`src/rtl/alu_issue_stage_if.sv`:
```
// Handshake, operand and write-back bundle for alu_issue_stage.
// slave = the issue stage's view, master = the driving side's view.
interface alu_issue_stage_if #(
    parameter int DATA_W = 18,
    parameter int OP_W   = 2,
    parameter int TAG_W  = 3,
    parameter int CNT_W  = 16
);
    logic              in_valid;
    logic              in_ready;
    logic [OP_W-1:0]   in_op;
    logic [DATA_W-1:0] in_a;
    logic [DATA_W-1:0] in_b;
    logic [DATA_W-1:0] in_imm;
    logic              in_use_imm;
    logic [TAG_W-1:0]  in_src_a;
    logic [TAG_W-1:0]  in_src_b;
    logic [TAG_W-1:0]  in_dst;
    logic              out_valid;
    logic              out_ready;
    logic [DATA_W-1:0] A;
    logic [DATA_W-1:0] B;
    logic [OP_W-1:0]   alu_operation;
    logic [TAG_W-1:0]  out_dst;
    logic              wb_valid;
    logic [TAG_W-1:0]  wb_dst;
    logic [DATA_W-1:0] wb_data;
    logic [CNT_W-1:0]  issue_count;

    modport slave (
        input  in_valid, in_op, in_a, in_b, in_imm, in_use_imm,
               in_src_a, in_src_b, in_dst, out_ready,
               wb_valid, wb_dst, wb_data,
        output in_ready, out_valid, A, B, alu_operation, out_dst, issue_count
    );

    modport master (
        output in_valid, in_op, in_a, in_b, in_imm, in_use_imm,
               in_src_a, in_src_b, in_dst, out_ready,
               wb_valid, wb_dst, wb_data,
        input  in_ready, out_valid, A, B, alu_operation, out_dst, issue_count
    );
endinterface

```
`src/rtl/alu_issue_stage.sv`:
```
// Operand issue stage feeding the 18-bit ALU: 2-entry skid buffer, registered outputs.
// Optional write-back forwarding into captured and held operands: define ALU_ISSUE_FWD_EN.
module alu_issue_stage #(
    parameter int DATA_W = 18,
    parameter int OP_W   = 2,
    parameter int TAG_W  = 3,
    parameter int CNT_W  = 16
) (
    input logic              clk,
    input logic              rst_n,
    alu_issue_stage_if.slave bus
);

    typedef struct packed {
        logic [OP_W-1:0]   op;
        logic [DATA_W-1:0] a;
        logic [DATA_W-1:0] b;
        logic [TAG_W-1:0]  src_a;
        logic [TAG_W-1:0]  src_b;
        logic [TAG_W-1:0]  dst;
        logic              use_imm;
    } entry_t;

    entry_t           main_q, main_d;
    entry_t           skid_q, skid_d;
    entry_t           in_entry;
    logic             main_valid_q, main_valid_d;
    logic             skid_valid_q, skid_valid_d;
    logic [CNT_W-1:0] issue_count_q, issue_count_d;
    logic             accept;
    logic             handshake;

    // Tag 0 is the hardwired zero register, so it never matches a write-back.
    function automatic entry_t forward(input entry_t e);
        entry_t r;
        r = e;
`ifdef ALU_ISSUE_FWD_EN
        if (bus.wb_valid && (bus.wb_dst != '0)) begin
            if (bus.wb_dst == e.src_a) begin
                r.a = bus.wb_data;
            end
            if (!e.use_imm && (bus.wb_dst == e.src_b)) begin
                r.b = bus.wb_data;
            end
        end
`endif
        return r;
    endfunction

`ifndef ALU_ISSUE_FWD_EN
    logic unused_fwd;
    assign unused_fwd = ^{bus.wb_valid, bus.wb_dst, bus.wb_data,
                          main_q.src_a, main_q.src_b, main_q.use_imm};
`endif

    always_comb begin
        in_entry         = '0;
        in_entry.op      = bus.in_op;
        in_entry.a       = bus.in_a;
        in_entry.b       = bus.in_use_imm ? bus.in_imm : bus.in_b;
        in_entry.src_a   = bus.in_src_a;
        in_entry.src_b   = bus.in_src_b;
        in_entry.dst     = bus.in_dst;
        in_entry.use_imm = bus.in_use_imm;
        in_entry         = forward(in_entry);

        accept    = bus.in_valid && !skid_valid_q;
        handshake = main_valid_q && bus.out_ready;

        main_d        = forward(main_q);
        skid_d        = forward(skid_q);
        main_valid_d  = main_valid_q;
        skid_valid_d  = skid_valid_q;
        issue_count_d = issue_count_q + CNT_W'(handshake);

        // A full skid implies in_ready is low, so accept cannot coincide with a refill from skid.
        if (handshake) begin
            if (skid_valid_q) begin
                main_d       = skid_d;
                skid_valid_d = 1'b0;
            end else if (accept) begin
                main_d = in_entry;
            end else begin
                main_valid_d = 1'b0;
            end
        end else if (accept) begin
            if (main_valid_q) begin
                skid_d       = in_entry;
                skid_valid_d = 1'b1;
            end else begin
                main_d       = in_entry;
                main_valid_d = 1'b1;
            end
        end
    end

    always_ff @(posedge clk or negedge rst_n) begin
        if (!rst_n) begin
            main_q        <= '0;
            skid_q        <= '0;
            main_valid_q  <= 1'b0;
            skid_valid_q  <= 1'b0;
            issue_count_q <= '0;
        end else begin
            main_q        <= main_d;
            skid_q        <= skid_d;
            main_valid_q  <= main_valid_d;
            skid_valid_q  <= skid_valid_d;
            issue_count_q <= issue_count_d;
        end
    end

    assign bus.in_ready      = !skid_valid_q;
    assign bus.out_valid     = main_valid_q;
    assign bus.A             = main_q.a;
    assign bus.B             = main_q.b;
    assign bus.alu_operation = main_q.op;
    assign bus.out_dst       = main_q.dst;
    assign bus.issue_count   = issue_count_q;

endmodule
```
`src/flat_wrapper.sv`:
```
// flat-port wrapper written by rule: the top's interface ports become plain ports
module alu_issue_stage_flat 
#(
    parameter int DATA_W = 18,
    parameter int OP_W   = 2,
    parameter int TAG_W  = 3,
    parameter int CNT_W  = 16
)
  (clk, rst_n, bus_in_valid, bus_in_op, bus_in_a, bus_in_b, bus_in_imm, bus_in_use_imm, bus_in_src_a, bus_in_src_b, bus_in_dst, bus_out_ready, bus_wb_valid, bus_wb_dst, bus_wb_data, bus_in_ready, bus_out_valid, bus_A, bus_B, bus_alu_operation, bus_out_dst, bus_issue_count);
  alu_issue_stage_if #(.DATA_W(DATA_W), .OP_W(OP_W), .TAG_W(TAG_W), .CNT_W(CNT_W)) bus_i ();
  input logic clk;
  input logic rst_n;
  input wire logic [$bits(bus_i.in_valid)-1:0] bus_in_valid;
  input wire logic [$bits(bus_i.in_op)-1:0] bus_in_op;
  input wire logic [$bits(bus_i.in_a)-1:0] bus_in_a;
  input wire logic [$bits(bus_i.in_b)-1:0] bus_in_b;
  input wire logic [$bits(bus_i.in_imm)-1:0] bus_in_imm;
  input wire logic [$bits(bus_i.in_use_imm)-1:0] bus_in_use_imm;
  input wire logic [$bits(bus_i.in_src_a)-1:0] bus_in_src_a;
  input wire logic [$bits(bus_i.in_src_b)-1:0] bus_in_src_b;
  input wire logic [$bits(bus_i.in_dst)-1:0] bus_in_dst;
  input wire logic [$bits(bus_i.out_ready)-1:0] bus_out_ready;
  input wire logic [$bits(bus_i.wb_valid)-1:0] bus_wb_valid;
  input wire logic [$bits(bus_i.wb_dst)-1:0] bus_wb_dst;
  input wire logic [$bits(bus_i.wb_data)-1:0] bus_wb_data;
  output wire logic [$bits(bus_i.in_ready)-1:0] bus_in_ready;
  output wire logic [$bits(bus_i.out_valid)-1:0] bus_out_valid;
  output wire logic [$bits(bus_i.A)-1:0] bus_A;
  output wire logic [$bits(bus_i.B)-1:0] bus_B;
  output wire logic [$bits(bus_i.alu_operation)-1:0] bus_alu_operation;
  output wire logic [$bits(bus_i.out_dst)-1:0] bus_out_dst;
  output wire logic [$bits(bus_i.issue_count)-1:0] bus_issue_count;
  assign bus_i.in_valid = bus_in_valid;
  assign bus_i.in_op = bus_in_op;
  assign bus_i.in_a = bus_in_a;
  assign bus_i.in_b = bus_in_b;
  assign bus_i.in_imm = bus_in_imm;
  assign bus_i.in_use_imm = bus_in_use_imm;
  assign bus_i.in_src_a = bus_in_src_a;
  assign bus_i.in_src_b = bus_in_src_b;
  assign bus_i.in_dst = bus_in_dst;
  assign bus_i.out_ready = bus_out_ready;
  assign bus_i.wb_valid = bus_wb_valid;
  assign bus_i.wb_dst = bus_wb_dst;
  assign bus_i.wb_data = bus_wb_data;
  assign bus_in_ready = bus_i.in_ready;
  assign bus_out_valid = bus_i.out_valid;
  assign bus_A = bus_i.A;
  assign bus_B = bus_i.B;
  assign bus_alu_operation = bus_i.alu_operation;
  assign bus_out_dst = bus_i.out_dst;
  assign bus_issue_count = bus_i.issue_count;
  alu_issue_stage #(.DATA_W(DATA_W), .OP_W(OP_W), .TAG_W(TAG_W), .CNT_W(CNT_W)) u_core (.clk(clk), .rst_n(rst_n), .bus(bus_i));
endmodule
```
`config.mk`:
```
export PLATFORM = sky130hd
export DESIGN_NAME = alu_issue_stage_flat
export DESIGN_NICKNAME = d
export VERILOG_FILES = /design/src/rtl/alu_issue_stage_if.sv /design/src/rtl/alu_issue_stage.sv /design/src/flat_wrapper.sv
export SDC_FILE = /design/constraint.sdc
export NUM_CORES = 1
export LEC_CHECK = 0
export CAP_MARGIN = 20
export CORE_MARGIN = 10
export CORE_UTILIZATION = 45
export DETAILED_ROUTE_END_ITERATION = 16
export HOLD_SLACK_MARGIN = 0.02
export PLACE_DENSITY = 0.77
export SYNTH_ARGS = -nofsm -noshare
export SYNTH_HDL_FRONTEND = slang
export SYNTH_SLANG_ARGS = --single-unit
```
`constraint.sdc`:
```
create_clock -name clk -period 1.7 [get_ports clk]
set_input_delay 0.17 -clock clk [delete_from_list [all_inputs] [get_ports clk]]
set_output_delay 0.17 -clock clk [all_outputs]
set_load 0.01 [all_outputs]
```
Word-level counts from Yosys, hierarchy flattened
Index checks and enable logic that the tools add are counted.
{ "totals": {"output_inout_bits": 59, "reg_bits": 107, "input_bits": 92, "wordCells": 42} }
{ "classes": {"n_eq_ne": 3, "bitwise_logic": 1, "n_reduce_logical": 10, "n_mux": 13, "add_sub_neg": 1} }
{ "op_table": {"columns": ["cell", "n"], "rows": [
  ["48-bit 2-to-1 mux", 5],
  ["18-bit 2-to-1 mux", 1],
  ["16-bit by 1-bit adder with 16-bit output", 1],
  ["3-bit AND reduction", 3],
  ["1-bit 2-to-1 mux", 7],
  ["2-bit inequality test (second input constant)", 3],
  ["2-bit nonzero test", 3],
  ["1-bit logical AND", 2],
  ["2-bit AND reduction", 1],
  ["1-bit logical NOT", 1],
  ["1-bit NOT", 1]
]} }

Longest topological paths before layout
Gate-level depths: netlist of the first run.
{ "depth": {"word_depth": 5, "depth_mapped": 6, "mapped_depth_nobuf": 5} }

Least setup slack after synthesis of the first run
Ideal clock, no wire load.
{ "synth_path": {"kind": "register -> register", "from": "register u_core.main_valid_q, in the netlist u_core.bus.out_valid", "to": "register u_core.issue_count_q[8], in the netlist u_core.bus.issue_count[8]", "path_buffers": 0, "setup_slack_ns": 0.331, "required_ns": 1.574, "setup_time_ns": 0.126, "stages_incl_launch_ff": 6, "synth_period_minus_slack_ns": 1.369, "t_arrival_ns": 1.243, "path_cell_list": "dfrtp_1 and3_1 ha_1 and2_1 nand3_1 xnor2_1"} }
{ "synth_via": {"elab_chain_cells": 2} }
{ "synth_rtl": {"columns": ["element", "line_no", "rtl"], "rows": [
  ["from (decl)", "alu_issue_stage.sv:27", "logic main_valid_q, main_valid_d;"],
  ["from (signal assigned)", "alu_issue_stage.sv:107", "main_valid_q <= main_valid_d;"],
  ["1-bit logical AND", "alu_issue_stage.sv:68", "handshake = main_valid_q && bus.out_ready;"],
  ["16-bit by 1-bit adder with 16-bit output", "alu_issue_stage.sv:74", "issue_count_d = issue_count_q + CNT_W'(handshake);"],
  ["via u_core.issue_count_d[8]", "alu_issue_stage.sv:29", "logic [CNT_W-1:0] issue_count_q, issue_count_d;"],
  ["to (signal assigned)", "alu_issue_stage.sv:109", "issue_count_q <= issue_count_d;"],
  ["to (decl)", "alu_issue_stage.sv:29", null]
]} }
The timed path passes the listed nets, and every way through them passes these cells.
A chain may end at the register's enable or synchronous reset.

Worst setup path in the final report of the first run
{ "layout_path": {"from": "register u_core.skid_valid_q", "to": "output bus_in_ready"} }
{ "layout_via": {"elab_chain_cells": 1} }
{ "layout_rtl": {"columns": ["element", "line_no", "rtl"], "rows": [
  ["from (decl)", "alu_issue_stage.sv:28", "logic skid_valid_q, skid_valid_d;"],
  ["from (signal assigned)", "alu_issue_stage.sv:108", "skid_valid_q <= skid_valid_d;"],
  ["1-bit logical NOT", "alu_issue_stage.sv:113", "assign bus.in_ready = !skid_valid_q;"],
  ["to (decl)", "flat_wrapper.sv:26", "output wire logic [$bits(bus_i.in_ready)-1:0] bus_in_ready;"]
]} }
No other way between the ends.

==> flow_metrics.py, run 1 <==
metrics = {
    "routing": {
        "finalWirelength_um": 10400,
        "drt-initial-drc-count": 150,
        "ant_nets": 0,
        "vias": 3223,
        "dr.pass1.iters": 4,
        "wl_per_cell_um": 16.0,
        "viasPerCell": 4.95,
        "drc": 0,
    },
    "clocking": {
        "post-cts-setup-buffers": 0,
        "numCtsBuffers": 9,
        "root_buffer": "clkbuf_8",
        "cts_buffer_depth": 2,
        "htreeDepth": 3,
        "cts_sinks": 100,
        "cts_tree": "built",
        "clkLatencyLatePin_ns": 0.35,
        "clkTransAtPathRegs_ns": 0.10,
    },
    "sta": {
        "fin_worst_skew_ns": 0.00991,
        "fin_crit_ns": 1.61,
        "hold_viol": 0,
        "rsz0062_at_grt": "false",
        "setup_viol": 0,
        "clock.fmax_mhz": 621,
        "maxSlewHeadroom_pct": 69.4,
        "finalWorstSetupSlack_ns": 0.0902,
        "fin_crit_sh_pct": 94.7,
        "finalMaxSlewViolations": 0,
        "worst_slew_pin_slew_ns": 0.459,
    },
    "global_route": {
        "grt_pass1_vias": 3424,
        "grt_pass1_wl_um": 17200,
        "track_usage_pct": 14.8,
        "grt_antenna_before_repair": 0,
        "grt_max_degree": 51,
        "overflow": 0,
    },
    "placed_design": {
        "gp_routability_congestion": 0.774,
        "io_buffers": 122,
        "place_ws_ns": -0.00473,
        "post-place-cells": 634,
        "hpwlAfterDp_um": 7820,
    },
    "setup_path": {
        "cp.required_ns": 1.53,
        "r2r_slack_ns": 0.26,
        "r2r-start": "u_core.bus.out_valid$_DFFE_PN0P_",
        "crit_path_cell_trace": "inv_1 -> clkdlybuf4s50_1",
        "reg2reg_depth": 5,
        "slowest_stage": "clkdlybuf4s50_1",
        "r2r_end": "u_core.bus.issue_count[8]$_DFF_PN0_",
        "worstSetupEndpointType": "output port",
        "cp_max_fo": 5,
        "crit_path_start_kind": "flop",
        "cp-startpoint": "u_core.skid_valid_q$_DFFE_PN0P_",
        "crit_type": "flop to output port",
        "arrival_ns": 1.44,
        "worst_path_largest_cell_delay_ns": 0.54,
    },
    "synthesis": {
        "synth_cell_types": 29,
        "avgSynthCellArea_um2": 11.1,
        "yosysWarnings": 0,
        "synth_seq_cells": 100,
        "yosysSeqAreaShare_pct": 57.5,
        "synth_cells": 394,
        "synth_nets": 488,
        "synth_area_um2": 4350,
    },
    "pwr": {
        "power.leakage_nw": 2.73,
        "power.net_switching_mw": 3.15,
        "p_per_area_nw_per_um2": 1560,
        "pwr-share-comb_pct": 40.5,
        "p_sw_share_pct": 33.6,
        "seq_power_share_pct": 43.1,
        "clockPowerShare_pct": 16.4,
        "ir_worst_vdd_mv": 0.845,
        "internal_power_mw": 6.23,
    },
    "die": {
        "rows": 35,
        "die_w_um": 118,
        "die_h_um": 118,
        "design.die.area_um2": 14000,
        "pin_count": 151,
        "core-area_um2": 9330,
        "initial_core_util_pct": 46.7,
    },
    "worst_hold_path": {
        "hold_class": "primary input to async pin",
    },
    "cells_and_area": {
        "syn_to_final_growth_pct": 38.0,
        "stdcell_count": 651,
        "diodes": 0,
        "drive_gt1_share_pct": 10.5,
        "final_nets": 611,
    },
    "job": {
        "max_cap_viol_count": 0,
    },
    "outcome": {
        "status": "complete, no violations",
    },
}
==> cell usage in the layout, fill, tap and decap left out, types with 2 or more instances in the layout <==
| cell | Yosys | final |
|---|---|---|
| and2_1 | 2 | 2 |
| clkbuf_8 | 0 | 10 |
| clkdlybuf4s50_1 | 0 | 121 |
| o21ai_0 | 18 | 18 |
| nand2_1 | 65 | 65 |
| buf_12 | 0 | 8 |
| a21oi_1 | 18 | 18 |
| buf_4 | 6 | 5 |
| inv_1 | 3 | 3 |
| ha_1 | 2 | 2 |
| xnor2_1 | 10 | 10 |
| mux2_1 | 3 | 3 |
| nor2_1 | 20 | 20 |
| mux2i_1 | 41 | 41 |
| and3_1 | 3 | 3 |
| dfrtp_1 | 100 | 100 |
| mux2_2 | 20 | 20 |
| xor2_1 | 4 | 4 |
| and4_1 | 3 | 3 |
| nor3_2 | 2 | 2 |
| nand3_2 | 2 | 2 |
| nand3_1 | 7 | 7 |
| o21ai_1 | 42 | 42 |
==> flip-flops by register name, indices dropped and copies added, names as in the netlist <==
name                      cells
u_core.bus.alu_operation      2
u_core.skid_q                41
u_core.bus.out_valid          1
u_core.bus.A                 18
u_core.bus.issue_count       16
u_core.bus.B                 18
u_core.skid_valid_q           1
u_core.bus.out_dst            3
==> cells by family (layout without fill, tap and decap cells) <==
logic type	after synthesis	in the layout	synth area share [%]
buf+inv	26	154	3.33
fa+ha+maj	2	2	0.575
compound gates	80	80	9.31
mux	64	64	15.4
xor+xnor	14	14	2.82
simple gates	108	108	11.1
flops	100	100	57.5
==> final cells by class <==
cell class                 count  area [um^2]
timing repair buffer         135         1420
clock inverter                 5         60.1
sequential                   100         2500
multi-input combinational    268         1710
clock buffer                  11          141
inverter                       3         11.3
fill                         783         3320
tap                          129          161
==> how the worst max path moves through the flow <==
stage	to	slack [ns]	depth (start not counted)
after global routing	bus_out_valid	0.03	1
after detailed placement	u_core.skid_q[41]$_DFFE_PN0P_	-0.005	5
after floorplan	u_core.bus.issue_count[8]$_DFF_PN0_	0.33	5
after CTS	bus_in_ready	0.06	2
final	bus_in_ready	0.09	2
after global placement	u_core.skid_q[2]$_DFFE_PN0P_	0.04	5
==> per-layer routing <==
| metal | global-route usage, % | vias to the layer above | part of all wire (%) |
|---|---|---|---|
| li1 | - | 1590 | - |
| met2 | 23.9 | 82 | 48 |
| met4 | 4.40 | 0 | 0.78 |
| met1 | 17.9 | 1543 | 43 |
| met5 | 0 | - | 0 |
| met3 | 5.52 | 8 | 7.6 |
==> cells in the mapped netlist, drive strengths merged <==
| cell | n | area (um^2) |
|---|---|---|
| dfrtp | 100 | 2500 |
| nand2 | 65 | 244 |
| o21ai | 60 | 300 |
| mux2i | 41 | 410 |
| mux2 | 23 | 259 |
| buf | 21 | 126 |
| nor2 | 21 | 81.3 |
| a21oi | 18 | 90.1 |
| xnor2 | 10 | 87.6 |
| nand3 | 9 | 55.1 |
| xor2 | 4 | 35.0 |
| and3 | 3 | 18.8 |
| and4 | 3 | 26.3 |
| inv | 3 | 11.3 |
| and2 | 2 | 12.5 |
| clkbuf | 2 | 7.51 |
| ha | 2 | 25.0 |
| nand2b | 2 | 20.0 |
| nor3 | 2 | 20.0 |
| a22o | 1 | 8.76 |
| nand4 | 1 | 6.26 |
| o22ai | 1 | 6.26 |
==> stage by stage <==
step	hold slack, ns	instance area [um^2]	util, %	total power, mW	TNS, ns
finish	0.297	6010	64.4	9.38	0
global route	0.334	6010	64.4	10.1	0
CTS	0.315	6010	64.4	9.52	0
detailed placement	0.159	5800	62.1	7.97	-0.00916
global placement	0.150	5800	62.1	7.77	0
floorplan	-0.126	4350	-	5.96	0
==> what timing repair did <==
item                                   in CTS  in global routing
resized for setup                           0                  0
endpoints found under the hold margin      32                  0
hold buffers                                1                  0
==> power by group through the flow <==
stage | Clock, mW | Sequential (mW) | Combinational (mW)
3_5_place_dp | 0 | 4.10 | 3.86
5_1_grt | 1.68 | 4.20 | 4.20
6_report | 1.54 | 4.05 | 3.80
2_1_floorplan | 0 | 4.26 | 1.71
3_3_place_gp | 0 | 4.03 | 3.74
4_1_cts | 1.59 | 4.06 | 3.88
==> critical path: cells and delay by family, from the launching register on <==
| family | cells | cell delay (ns) |
|---|---|---|
| buffers and inverters | 2 | 0.64 |
| flip-flops | 1 | 0.44 |
Note: power is estimated with default switching activity, not from simulation.
==> run 2, diff against run 1 <==
--- a/config.mk
+++ b/config.mk
@@ -5,7 +5,6 @@
 export SDC_FILE = /design/constraint.sdc
 export NUM_CORES = 1
 export LEC_CHECK = 0
-export CAP_MARGIN = 20
 export CORE_MARGIN = 10
 export CORE_UTILIZATION = 45
 export DETAILED_ROUTE_END_ITERATION = 16
==> results of run 2 <==
Same layout as run 1: the final DEF is identical, and so are final timing and power.
==> run 3, diff against run 2 <==
--- a/config.mk
+++ b/config.mk
@@ -5,6 +5,7 @@
 export SDC_FILE = /design/constraint.sdc
 export NUM_CORES = 1
 export LEC_CHECK = 0
+export CAP_MARGIN = 20
 export CORE_MARGIN = 10
 export CORE_UTILIZATION = 45
 export DETAILED_ROUTE_END_ITERATION = 16
==> results of run 3 <==
Same layout as run 1: the final DEF is identical, and so are final timing and power.
